`src/rtl/state_framer.sv`:
```
// Snapshots cracker state at frame start and streams it as a framed byte sequence
// (five headed records, XOR checksum, footer) over a valid/ready byte interface.
module state_framer #(
    parameter int PW_CHARS   = 20,
    parameter int HASH_COUNT = 2
) (
    input  logic                      clk,
    input  logic                      reset,
    input  logic                      continuous,
    input  logic                      frame_req,
    input  logic [4:0]                password_len,
    input  logic [8*PW_CHARS-1:0]     password_chars,
    input  logic [128*HASH_COUNT-1:0] hashes,
    input  logic [127:0]              current_hash,
    input  logic [4:0]                ntcrackfpga_state,
    input  logic [3:0]                hashchecker_state,
    input  logic [5:0]                md4block_step,
    output logic [7:0]                out_data,
    output logic                      out_valid,
    input  logic                      out_ready,
    output logic                      busy,
    output logic                      frame_done
);
    localparam int FRAME_LEN = 50 + PW_CHARS + 16*HASH_COUNT;
    localparam int IDX_W     = $clog2(FRAME_LEN);
    localparam int PW_BITS   = 8*PW_CHARS;
    localparam int HASH_BITS = 128*HASH_COUNT;

    // First index of each region after the record-1 block (indices 0..5)
    localparam int OFS_PW   = 11;
    localparam int OFS_R3   = OFS_PW + PW_CHARS;
    localparam int OFS_HASH = OFS_R3 + 5;
    localparam int OFS_R4   = OFS_HASH + 16*HASH_COUNT;
    localparam int OFS_CUR  = OFS_R4 + 5;
    localparam int OFS_R5   = OFS_CUR + 16;
    localparam int OFS_ST   = OFS_R5 + 5;
    localparam int OFS_CK   = OFS_ST + 3;
    localparam int OFS_FT   = OFS_CK + 1;
    localparam logic [IDX_W-1:0] LAST = IDX_W'(FRAME_LEN - 1);

    typedef enum logic {IDLE, SEND} state_t;
    state_t state;

    logic [IDX_W-1:0]     idx;
    logic [7:0]           csum;
    logic [4:0]           snap_len;
    logic [PW_BITS-1:0]   snap_pw;
    logic [HASH_BITS-1:0] snap_hash;
    logic [127:0]         snap_cur;
    logic [4:0]           snap_st;
    logic [3:0]           snap_hc;
    logic [5:0]           snap_md;

    logic [PW_BITS-1:0]   pw_sh;
    logic [HASH_BITS-1:0] hash_sh;
    logic [127:0]         cur_sh;
    logic [7:0]           nxt_byte;
    int                   n;

    function automatic logic [7:0] hdr_byte(input int pos, input logic [7:0] id);
        case (pos)
            0:       return 8'h0A;
            1:       return 8'h55;
            2:       return 8'hFA;
            3:       return 8'hCE;
            default: return id;
        endcase
    endfunction

    function automatic logic [7:0] ftr_byte(input int pos);
        case (pos)
            0:       return 8'hA2;
            1:       return 8'h5E;
            2:       return 8'hFA;
            3:       return 8'hCE;
            default: return 8'h00;
        endcase
    endfunction

    // Byte at index idx+1, i.e. the one loaded when the current byte is accepted
    always_comb begin
        n        = int'(idx) + 1;
        pw_sh    = snap_pw   << (8*(n - OFS_PW));
        hash_sh  = snap_hash << (8*(n - OFS_HASH));
        cur_sh   = snap_cur  << (8*(n - OFS_CUR));
        nxt_byte = 8'h00;
        if (n < 5)              nxt_byte = hdr_byte(n, 8'h01);
        else if (n == 5)        nxt_byte = {3'b0, snap_len};
        else if (n < OFS_PW)    nxt_byte = hdr_byte(n - 6, 8'h02);
        else if (n < OFS_R3)    nxt_byte = pw_sh[PW_BITS-1 -: 8];
        else if (n < OFS_HASH)  nxt_byte = hdr_byte(n - OFS_R3, 8'h03);
        else if (n < OFS_R4)    nxt_byte = hash_sh[HASH_BITS-1 -: 8];
        else if (n < OFS_CUR)   nxt_byte = hdr_byte(n - OFS_R4, 8'h04);
        else if (n < OFS_R5)    nxt_byte = cur_sh[127 -: 8];
        else if (n < OFS_ST)    nxt_byte = hdr_byte(n - OFS_R5, 8'h05);
        else if (n == OFS_ST)   nxt_byte = {3'b0, snap_st};
        else if (n == OFS_ST+1) nxt_byte = {4'b0, snap_hc};
        else if (n == OFS_ST+2) nxt_byte = {2'b0, snap_md};
        else if (n == OFS_CK)   nxt_byte = csum ^ out_data;   // fold in the byte being accepted
        else                    nxt_byte = ftr_byte(n - OFS_FT);
    end

    always_ff @(posedge clk or posedge reset) begin
        if (reset) begin
            state      <= IDLE;
            idx        <= '0;
            csum       <= 8'h00;
            out_data   <= 8'h00;
            out_valid  <= 1'b0;
            busy       <= 1'b0;
            frame_done <= 1'b0;
            snap_len   <= '0;
            snap_pw    <= '0;
            snap_hash  <= '0;
            snap_cur   <= '0;
            snap_st    <= '0;
            snap_hc    <= '0;
            snap_md    <= '0;
        end else begin
            frame_done <= 1'b0;
            case (state)
                IDLE: begin
                    if (continuous || frame_req) begin
                        snap_len  <= password_len;
                        snap_pw   <= password_chars;
                        snap_hash <= hashes;
                        snap_cur  <= current_hash;
                        snap_st   <= ntcrackfpga_state;
                        snap_hc   <= hashchecker_state;
                        snap_md   <= md4block_step;
                        idx       <= '0;
                        csum      <= 8'h00;
                        out_data  <= 8'h0A;
                        out_valid <= 1'b1;
                        busy      <= 1'b1;
                        state     <= SEND;
                    end
                end
                SEND: begin
                    if (out_ready) begin
                        if (idx == LAST) begin
                            idx        <= '0;
                            csum       <= 8'h00;
                            out_data   <= 8'h00;
                            out_valid  <= 1'b0;
                            busy       <= 1'b0;
                            frame_done <= 1'b1;
                            state      <= IDLE;
                        end else begin
                            idx      <= idx + 1'b1;
                            csum     <= csum ^ out_data;
                            out_data <= nxt_byte;
                        end
                    end
                end
                default: state <= IDLE;
            endcase
        end
    end
endmodule
```
`config.mk`:
```
export PLATFORM = sky130hd
export DESIGN_NAME = state_framer
export DESIGN_NICKNAME = d
export VERILOG_FILES = /design/src/rtl/state_framer.sv
export SDC_FILE = /design/constraint.sdc
export NUM_CORES = 1
export LEC_CHECK = 0
export ABC_CLOCK_PERIOD_IN_PS = 48300
export BUFFER_PORTS_ARGS = -buffer_cell sky130_fd_sc_hd__buf_2
export CORE_ASPECT_RATIO = 0.7
export CORE_MARGIN = 3
export CORE_UTILIZATION = 30
export DETAILED_ROUTE_END_ITERATION = 16
export PLACE_DENSITY_LB_ADDON = 0.05
export SYNTH_ARGS = -nofsm -noshare
export SYNTH_HDL_FRONTEND = slang
export SYNTH_SLANG_ARGS = --single-unit
```
`constraint.sdc`:
```
create_clock -name clk -period 48.3 [get_ports clk]
set_input_delay 4.83 -clock clk [delete_from_list [all_inputs] [get_ports clk]]
set_output_delay 4.83 -clock clk [all_outputs]
set_load 0.02 [all_outputs]
```
==> results of run 1 <==
[through the flow]
stage / hold WS (ps) / power (W) / worst slack [ps] / cells / util, %
2_1_floorplan: 440.3 / 0.0009395 / 26960 / 3232 / -
3_3_place_gp: 455.5 / 0.001165 / 40050 / 4912 / 34.55
3_5_place_dp: 457.6 / 0.001162 / 40060 / 4912 / 34.55
4_1_cts: 472.7 / 0.001710 / 40770 / 5027 / 36.90
5_1_grt: 484.6 / 0.001776 / 40460 / 5029 / 36.91
6_report: 467.8 / 0.001687 / 40930 / 5030 / 36.91
[power groups by stage]
| stage | sequential [W] | combinational (W) | clock, W |
|---|---|---|---|
| after CTS | 0.000588 | 0.000568 | 0.000553 |
| after floorplan | 0.000588 | 0.000351 | 0 |
| after global placement | 0.000598 | 0.000567 | 0 |
| after global routing | 0.000596 | 0.000607 | 0.000573 |
| after detailed placement | 0.000597 | 0.000566 | 0 |
| final | 0.000589 | 0.000562 | 0.000536 |
[layout make-up]
class	instances	share of cell area [%]
Multi-Input combinational cell	2417	38.19
Antenna cell	3	0.02112
Timing Repair Buffer	622	9.168
Sequential cell	590	41.55
Clock buffer	92	5.277
Inverter	22	0.2605
Tap cell	1261	4.440
Clock inverter	23	1.091
[worst paths after layout]
kind | startpoint | to | slack, ps | cells past startpoint
max in group clk | continuous | out_data[2]$_DFFE_PP0P_ | 40960 | 11
worst min register to register | snap_cur[87]$_DFFE_PP0P_ | snap_cur[87]$_DFFE_PP0P_ | 470 | 2
worst max-delay path | reset | snap_hash[71]$_DFFE_PP0P_ | 40930 | 5
worst min-delay path | snap_cur[87]$_DFFE_PP0P_ | snap_cur[87]$_DFFE_PP0P_ | 470 | 2
min in group asynchronous | reset | snap_pw[39]$_DFFE_PP0P_ | 4340 | 2
worst max register to register | idx[0]$_DFFE_PP0P_ | out_data[1]$_DFFE_PP0P_ | 42340 | 12
[flip-flops by register name (all words and copies together) (netlist names)]
register / flops
snap_hash: 256
frame_done: 1
snap_st: 5
idx: 7
snap_pw: 160
csum: 8
snap_len: 5
snap_md: 6
state: 1
snap_hc: 4
out_data: 8
busy: 1
snap_cur: 128
[Yosys cell counts (5+ instances only)]
cell type                  count  area, um2
sky130_fd_sc_hd__a21oi_1      46      230.2
sky130_fd_sc_hd__nor2_1       62      232.7
sky130_fd_sc_hd__a221oi_1      7      61.31
sky130_fd_sc_hd__nand2_1    1790       6719
sky130_fd_sc_hd__o22ai_1       8      50.05
sky130_fd_sc_hd__clkbuf_1    155      581.8
sky130_fd_sc_hd__a31oi_1      14      87.58
sky130_fd_sc_hd__nor3_1       20      100.1
sky130_fd_sc_hd__inv_1        17      63.81
sky130_fd_sc_hd__o211ai_1     11      82.58
sky130_fd_sc_hd__a211o_1       5      43.79
sky130_fd_sc_hd__and3_1        7      43.79
sky130_fd_sc_hd__buf_4        16      120.1
sky130_fd_sc_hd__mux2i_1      16      160.2
sky130_fd_sc_hd__buf_1         8      30.03
sky130_fd_sc_hd__o21a_1        6      45.04
sky130_fd_sc_hd__and2_1        7      43.79
sky130_fd_sc_hd__o21ai_0      46      230.2
sky130_fd_sc_hd__a311oi_1      6      52.55
sky130_fd_sc_hd__xnor2_1       9      78.83
sky130_fd_sc_hd__nand2b_1      6      37.54
sky130_fd_sc_hd__dfrtp_1     590      14760
sky130_fd_sc_hd__nand4_1       8      50.05
sky130_fd_sc_hd__ha_1         16      200.2
sky130_fd_sc_hd__or3_1         9      56.30
sky130_fd_sc_hd__a32oi_1       8      70.07
sky130_fd_sc_hd__o31ai_1       7      52.55
sky130_fd_sc_hd__a22oi_1       6      45.04
sky130_fd_sc_hd__a211oi_1      7      52.55
sky130_fd_sc_hd__nand3_1      30      150.1
sky130_fd_sc_hd__mux4_2      154       3468
sky130_fd_sc_hd__buf_2        20      100.1
[cell families after synthesis]
group,share of synthesized area [%]
mux,12.44
flops,50.47
simple gates,26.10
compound gates,6.022
xor+xnor,0.9880
buf+inv,3.289
fa+ha+maj,0.6843
[metal layers]
layer	vias to the layer above	track usage (%)
met5	-	0
met4	8	4.213
met3	113	3.792
met2	630	31.26
met1	12060	31.78
li1	11610	-
[worst register-to-register path, cell delays in order, from the launching register on]
cell,delay [ps]
sky130_fd_sc_hd__dfrtp_4,830
sky130_fd_sc_hd__ha_1,810
sky130_fd_sc_hd__nand2b_1,320
sky130_fd_sc_hd__nand2_1,300
sky130_fd_sc_hd__inv_2,760
sky130_fd_sc_hd__ha_1,500
sky130_fd_sc_hd__nand2b_1,130
sky130_fd_sc_hd__a221oi_1,450
sky130_fd_sc_hd__xnor2_2,290
sky130_fd_sc_hd__mux4_2,450
sky130_fd_sc_hd__and2_1,180
sky130_fd_sc_hd__o32ai_1,570
sky130_fd_sc_hd__a211oi_1,190
==> results.md, run 1 <==
| Step | Parameter | This run |
|---|---|---|
| worst setup path | Startpoint type of the worst setup path | primary input |
| min path | Worst min-delay path category | reg2reg |
| cells and area | Net count, final | 4,299 |
| flow run | Number of max-capacitance violations reported | 0 |
| place | Half-perimeter wire length after detailed placement | 76.49 mm |
| power | Share of power burned in combinational logic | 33.3% |
| yosys | Top_reg_cell synth | sky130_fd_sc_hd__dfrtp_1 |
| worst setup path | Cell with the biggest individual delay on the critical path | sky130_fd_sc_hd__buf_4 |
| worst setup path | Sum of buffers and inverters on the critical path | 5 |
| detailed routing | Drt first pass iters | 5 |
| detailed routing | Top metal layer carrying routed signals | met5 |
| worst setup path | Delay contributed by the slowest stage of the critical path | 790 ps |
| cells and area | Fraction of layout cells with a size suffix above 1 | 24.54% |
| clock network | # clock sinks | 590 |
| cells and area | Most frequent standard cell in the layout excluding fill and tap cells | sky130_fd_sc_hd__nand2_1 |
| yosys | Post-Synthesis Net Count | 3,817 |
| timing | Worst-case clock skew | 33.16 ps |
| timing | Pins Over Slew Limit | 0 |
| yosys | Count of flip-flops with a built-in enable after synthesis | 0 |
| timing | Period utilization | 15.25% |
| yosys | Number of warnings issued by yosys | 0 |
| floorplanning | Rows | 95 |
| clock network | Worst-path clk slew | 60 ps |
| grt | Tot GR Track Use | 20.96% |
| worst setup path | Most used cell, CP | sky130_fd_sc_hd__buf_4 |
| yosys | Fraction of registers with async set or reset after synthesis | 100.0% |
| clock network | Post-cts sizing count | 0 |
| detailed routing | Metal2 WL | 48.30 mm |
| clock network | TritonCTS clock tree | built |
| detailed routing | Detailed router's first-iteration violation count | 1,919 |
| worst setup path | Cell family with most CP delay | buffers and inverters |
| worst setup path | Worst Path Arrival | 8050 ps |
| power | Proportion of power drawn by flip-flops and latches | 34.9% |
| timing | Maximum clock rate | 135.7 MHz |
| detailed routing | Wirelength per Cell | 21.57 um |
| clock network | Number of buffers added for setup after CTS | 0 |
| cells and area | Area of all placed cells without fillers | 35,540 um2 |
| power | Switch share | 35.02% |
| floorplanning | Initial standard-cell utilization of the core | 30.38% |
| timing | Minimum clock period | 7368 ps |
| worst setup path | Worst-path maximum fanout | 115 |
| clock network | Latest clock arrival within the worst-skew pair | 650 ps |
| cells and area | Area growth from synthesis to final layout | 21.49% |
| timing | Fin. Hold Viols | 0 |
| clock network | Number of clock buffers inserted by TritonCTS | 61 |
| clock network | Maximum buffer depth of the clock tree | 3 |
| grt | Number of global-route vias before repair | 24,550 |
| yosys | Yosys reg bits | 590 |
| worst setup path | Data required time of the critical path | 48,990 ps |
| grt | Pin count of the biggest net entering global routing | 194 |
| power | Internal | 0.001096 W |
| place | Final weighted congestion in routability-driven placement | 0.8633 |
| timing | Unrepaired setup endpoints after global routing | no |
| worst setup path | Type of the worst setup path | in2async |
| detailed routing | Routed length on met3 | 6.236 mm |
| yosys | Number of distinct library cells after synthesis | 90 |
| cells and area | Combined area of the multi-input logic cells | 13,570 um2 |
| floorplanning | Boundary pin count | 580 |
| cells and area | Area taken by flip-flops and latches | 14,770 um2 |
| power | Portion of total power attributed to the clock network | 31.8% |
| grt | Antenna violations before repair | 13 |
| grt | GR Overflow Total | 0 |
| floorplanning | Std-Cell Core Area | 96,280 um2 |
| power | Maximum vdd drop | 0.00003075 V |
| power | Switching power summed over all nets | 0.0005910 W |
| place | Count of port buffers added during placement | 579 |
| worst setup path | Cell Chain, Critical Path | buf_2 -> inv_8 -> buf_4 -> buf_4 -> buf_4 |
| cells and area | Top library cells by usage in the layout, fill and taps aside | sky130_fd_sc_hd__nand2_1 (1,790), sky130_fd_sc_hd__dfrtp_1 (589), sky130_fd_sc_hd__buf_2 (579) |
| power | Leakage power of the design | 17.98 nW |
| cells and area | Fill cell total of the finished layout | 9,998 |
| run status | Status | finished clean |
| floorplanning | Die Area | 101,400 um2 |
| detailed routing | DRC errors left | 0 |
| power | Power per cell area | 47.48 nW/um2 |
| timing | Summed negative setup slack over all endpoints | 0 ps |
| detailed routing | Via Count | 24,420 |
| floorplanning | Chip height | 267.3 um |
| yosys | Syn_area_per_cell | 9.051 um2 |
| detailed routing | Final Routed Wirelength | 108.5 mm |
| timing | Relative slew slack | 24.50% |
| clock network | Root Buffer | sky130_fd_sc_hd__clkbuf_16 |
| timing | Pin slew with the least headroom to its limit | 1133 ps |
| grt | First-pass GRT wire length | 160.4 mm |
| clock network | Quantity of hold-fixing buffers added after cts | 0 |
| yosys | Sequential area share after synthesis | 50.47% |
| yosys | Combined area of all synthesized cells | 29,250 um2 |
| detailed routing | Via density per instance | 4.855 |
| yosys | Gate count after technology mapping | 3,232 |
| place | Post-detailed-placement cell area | 33,270 um2 |
| clock network | H-tree depth | 2 |
| worst setup path | Crit. End Element | asynchronous set/reset pin |
| detailed routing | Met1 layer wirelength in the final routing | 51.99 mm |
| timing | Final setup fails | 0 |
| floorplanning | Horizontal die dimension | 379.2 um |
| detailed routing | Final ANT Viol Nets | 0 |
Power figures use the tool's default switching activity.
==> inputs of run 2 (changes only) <==
--- a/config.mk
+++ b/config.mk
@@ -5,7 +5,7 @@
 export SDC_FILE = /design/constraint.sdc
 export NUM_CORES = 1
 export LEC_CHECK = 0
-export ABC_CLOCK_PERIOD_IN_PS = 48300
+export ABC_CLOCK_PERIOD_IN_PS = 6620
 export BUFFER_PORTS_ARGS = -buffer_cell sky130_fd_sc_hd__buf_2
 export CORE_ASPECT_RATIO = 0.7
 export CORE_MARGIN = 3
==> constraint.sdc (replaced) <==
create_clock -name clk -period 6.62 [get_ports clk]
set_input_delay 0.662 -clock clk [delete_from_list [all_inputs] [get_ports clk]]
set_output_delay 0.662 -clock clk [all_outputs]
set_load 0.02 [all_outputs]
==> run 2 against run 1 <==
Sequential power rose to 7.3 times the previous value. Clock-buffer cell count rose by 7. Total power rose to 7.2 times the previous value. First-iteration DRC count increased by 2.9%. Combinational power grew to 7.2 times the previous value. Flip-flop and latch count stayed put. Die area unchanged. Design area about the same. Clock skew shrank 0.86 ps. Global-route usage rose by 0.36 points. Routed wire length is 0.82% higher. Largest cell class unchanged.
==> results.md, run 2 (same netlist as run 1, synthesis figures left out) <==
| Step | Parameter | This run |
|---|---|---|
| run status | Status | finished clean |
| worst setup path | Worst-path maximum fanout | 22 |
| detailed routing | Via density per instance | 4.866 |
| timing | Unrepaired setup endpoints after global routing | no |
| worst setup path | Crit. End Element | flop |
| detailed routing | Via Count | 24,500 |
| place | Post-detailed-placement cell area | 33,350 um2 |
| clock network | Quantity of hold-fixing buffers added after cts | 0 |
| floorplanning | Die Area | 101,400 um2 |
| detailed routing | Wirelength per Cell | 21.72 um |
| power | Maximum vdd drop | 0.0001915 V |
| grt | Fraction of met2 tracks used by global routing | 32.51% |
| worst setup path | Cell Chain, Critical Path | ha_1 -> nand2b_1 -> nand2_1 -> inv_2 -> ha_1 -> nand2b_1 -> a221oi_1 -> xnor2_2 -> mux4_2 -> and2_1 -> o32ai_1 -> a211oi_1 |
| grt | Busiest layer in global routing | met2 |
| worst setup path | Startpoint of the most critical register-to-register path | idx[0]$_DFFE_PP0P_ |
| clock network | Worst-path clk slew | 70 ps |
| cells and area | Largest regs | snap_hash: 256 flops, snap_pw: 160 flops, snap_cur: 128 flops |
| detailed routing | DRC errors left | 0 |
| floorplanning | Rows | 95 |
| worst setup path | Cell with the biggest individual delay on the critical path | sky130_fd_sc_hd__inv_2 |
| worst setup path | Worst r2r path cells | 12 |
| clock network | Post-cts sizing count | 0 |
| cells and area | Register name with the most flops | snap_hash |
| clock network | Root Buffer | sky130_fd_sc_hd__clkbuf_16 |
| worst setup path | FF-to-FF setup slack | 1530 ps |
| worst setup path | Reg-to-Reg End | out_data[1]$_DFFE_PP0P_ |
| clock network | Number of clock buffers inserted by TritonCTS | 68 |
| timing | Summed negative setup slack over all endpoints | 0 ps |
| cells and area | Area growth from synthesis to final layout | 21.45% |
| floorplanning | Horizontal die dimension | 379.2 um |
| floorplanning | Initial standard-cell utilization of the core | 30.38% |
| detailed routing | Final ANT Viol Nets | 0 |
| cells and area | Most frequent standard cell in the layout excluding fill and tap cells | sky130_fd_sc_hd__nand2_1 |
| min path | Worst min-delay path category | in2async |
| cells and area | Area of all placed cells without fillers | 35,530 um2 |
| grt | Antenna violations before repair | 10 |
| worst setup path | Delay contributed by the slowest stage of the critical path | 620 ps |
| timing | Setup slack of the critical path after layout | 1527 ps |
| floorplanning | Boundary pin count | 580 |
| place | Count of port buffers added during placement | 579 |
| grt | Pin count of the biggest net entering global routing | 200 |
| timing | Worst-case clock skew | 32.29 ps |
| clock network | Maximum buffer depth of the clock tree | 3 |
| timing | Minimum clock period | 5093 ps |
| grt | GR Util met1 | 31.00% |
| grt | GR Overflow Total | 0 |
| timing | Final setup fails | 0 |
| power | Power per cell area | 340.8 nW/um2 |
| flow run | Number of max-capacitance violations reported | 0 |
| worst setup path | Worst Path Arrival | 5580 ps |
| cells and area | Fraction of layout cells with a size suffix above 1 | 24.49% |
| detailed routing | Drt first pass iters | 5 |
| timing | Pins Over Slew Limit | 0 |
| power | Leakage power of the design | 17.97 nW |
| timing | Maximum clock rate | 196.4 MHz |
| timing | Pin slew with the least headroom to its limit | 1015 ps |
| worst setup path | Data required time of the critical path | 7110 ps |
| place | Half-perimeter wire length after detailed placement | 78.48 mm |
| floorplanning | Chip height | 267.3 um |
| cells and area | Top library cells by usage in the layout, fill and taps aside | sky130_fd_sc_hd__nand2_1 (1,790), sky130_fd_sc_hd__dfrtp_1 (589), sky130_fd_sc_hd__buf_2 (579) |
| clock network | TritonCTS clock tree | built |
| worst setup path | Type of the worst setup path | reg2reg |
| clock network | # clock sinks | 590 |
| cells and area | Net count, final | 4,307 |
| grt | Met3 track demand over resource | 4.241% |
| worst setup path | Sum of buffers and inverters on the critical path | 1 |
| place | Final weighted congestion in routability-driven placement | 0.8815 |
| cells and area | Number of flip-flops in the largest register | 256 |
| worst setup path | Cell family with most CP delay | compound AO/OA/AOI/OAI gates |
| timing | Relative slew slack | 32.34% |
| timing | Final hold slack | 91.81 ps |
| timing | Period utilization | 76.93% |
| worst setup path | Startpoint type of the worst setup path | flop |
| grt | Number of global-route vias before repair | 24,810 |
| timing | Fin. Hold Viols | 0 |
| detailed routing | Detailed router's first-iteration violation count | 1,975 |
| floorplanning | Std-Cell Core Area | 96,280 um2 |
| grt | First-pass GRT wire length | 161.7 mm |
| clock network | H-tree depth | 3 |
| detailed routing | Final Routed Wirelength | 109.4 mm |
| clock network | Latest clock arrival within the worst-skew pair | 640 ps |
| clock network | Number of buffers added for setup after CTS | 0 |
| grt | Tot GR Track Use | 21.33% |
| place | Post-placement setup slack | 1504 ps |
==> run 2: layout make-up <==
cell class	instances	area, um2
Fill cell	10020	60750
Sequential cell	590	14770
Multi-Input combinational cell	2417	13570
Timing Repair Buffer	623	3341
Clock buffer	99	1981
Tap cell	1261	1578
Clock inverter	22	198.9
Inverter	22	88.84
Antenna cell	1	2.502
==> run 2: layer usage <==
layer,vias up,wire (um)
met2,634,49430
met4,12,2519
met3,137,6022
li1,11640,-
met5,-,88
met1,12080,51330
==> run 2: power breakdown <==
| group | switching (W) | internal (W) | total [W] |
|---|---|---|---|
| clock | 0.00160 | 0.00216 | 0.00377 |
| sequential | 0.000297 | 0.00402 | 0.00432 |
| combinational | 0.00237 | 0.00166 | 0.00402 |
| total | 0.00427 | 0.00784 | 0.0121 |
==> run 2: worst register-to-register path: cells and delay by family, from the launching register on <==
family                   cells  cell delay, ps
AO/OA/AOI/OAI                3            1120
XOR/XNOR                     1             290
adder cells (fa/ha/maj)      2            1080
buffers and inverters        1             620
flip-flops                   1             570
multiplexers                 1             440
AND/OR/NAND/NOR              4             850
==> run 2: how the worst max path moves through the flow <==
stage,from,end,slack (ps),cells past startpoint
after global routing,idx[0]$_DFFE_PP0P_,out_data[3]$_DFFE_PP0P_,1270,11
after floorplan,reset,busy$_DFFE_PP0P_,-2090,1
after CTS,idx[0]$_DFFE_PP0P_,out_data[7]$_DFFE_PP0P_,1510,11
after global placement,idx[0]$_DFFE_PP0P_,out_data[7]$_DFFE_PP0P_,1590,11
final,idx[0]$_DFFE_PP0P_,out_data[1]$_DFFE_PP0P_,1530,12
after detailed placement,idx[0]$_DFFE_PP0P_,out_data[7]$_DFFE_PP0P_,1500,11
==> run 2: stage by stage <==
stage | power, W | utilization (%) | std cells
2_1_floorplan | 0.006856 | - | 3232
3_3_place_gp | 0.008448 | 34.64 | 4913
3_5_place_dp | 0.008434 | 34.64 | 4913
4_1_cts | 0.01228 | 36.90 | 5034
5_1_grt | 0.01275 | 36.90 | 5035
6_report | 0.01211 | 36.90 | 5035
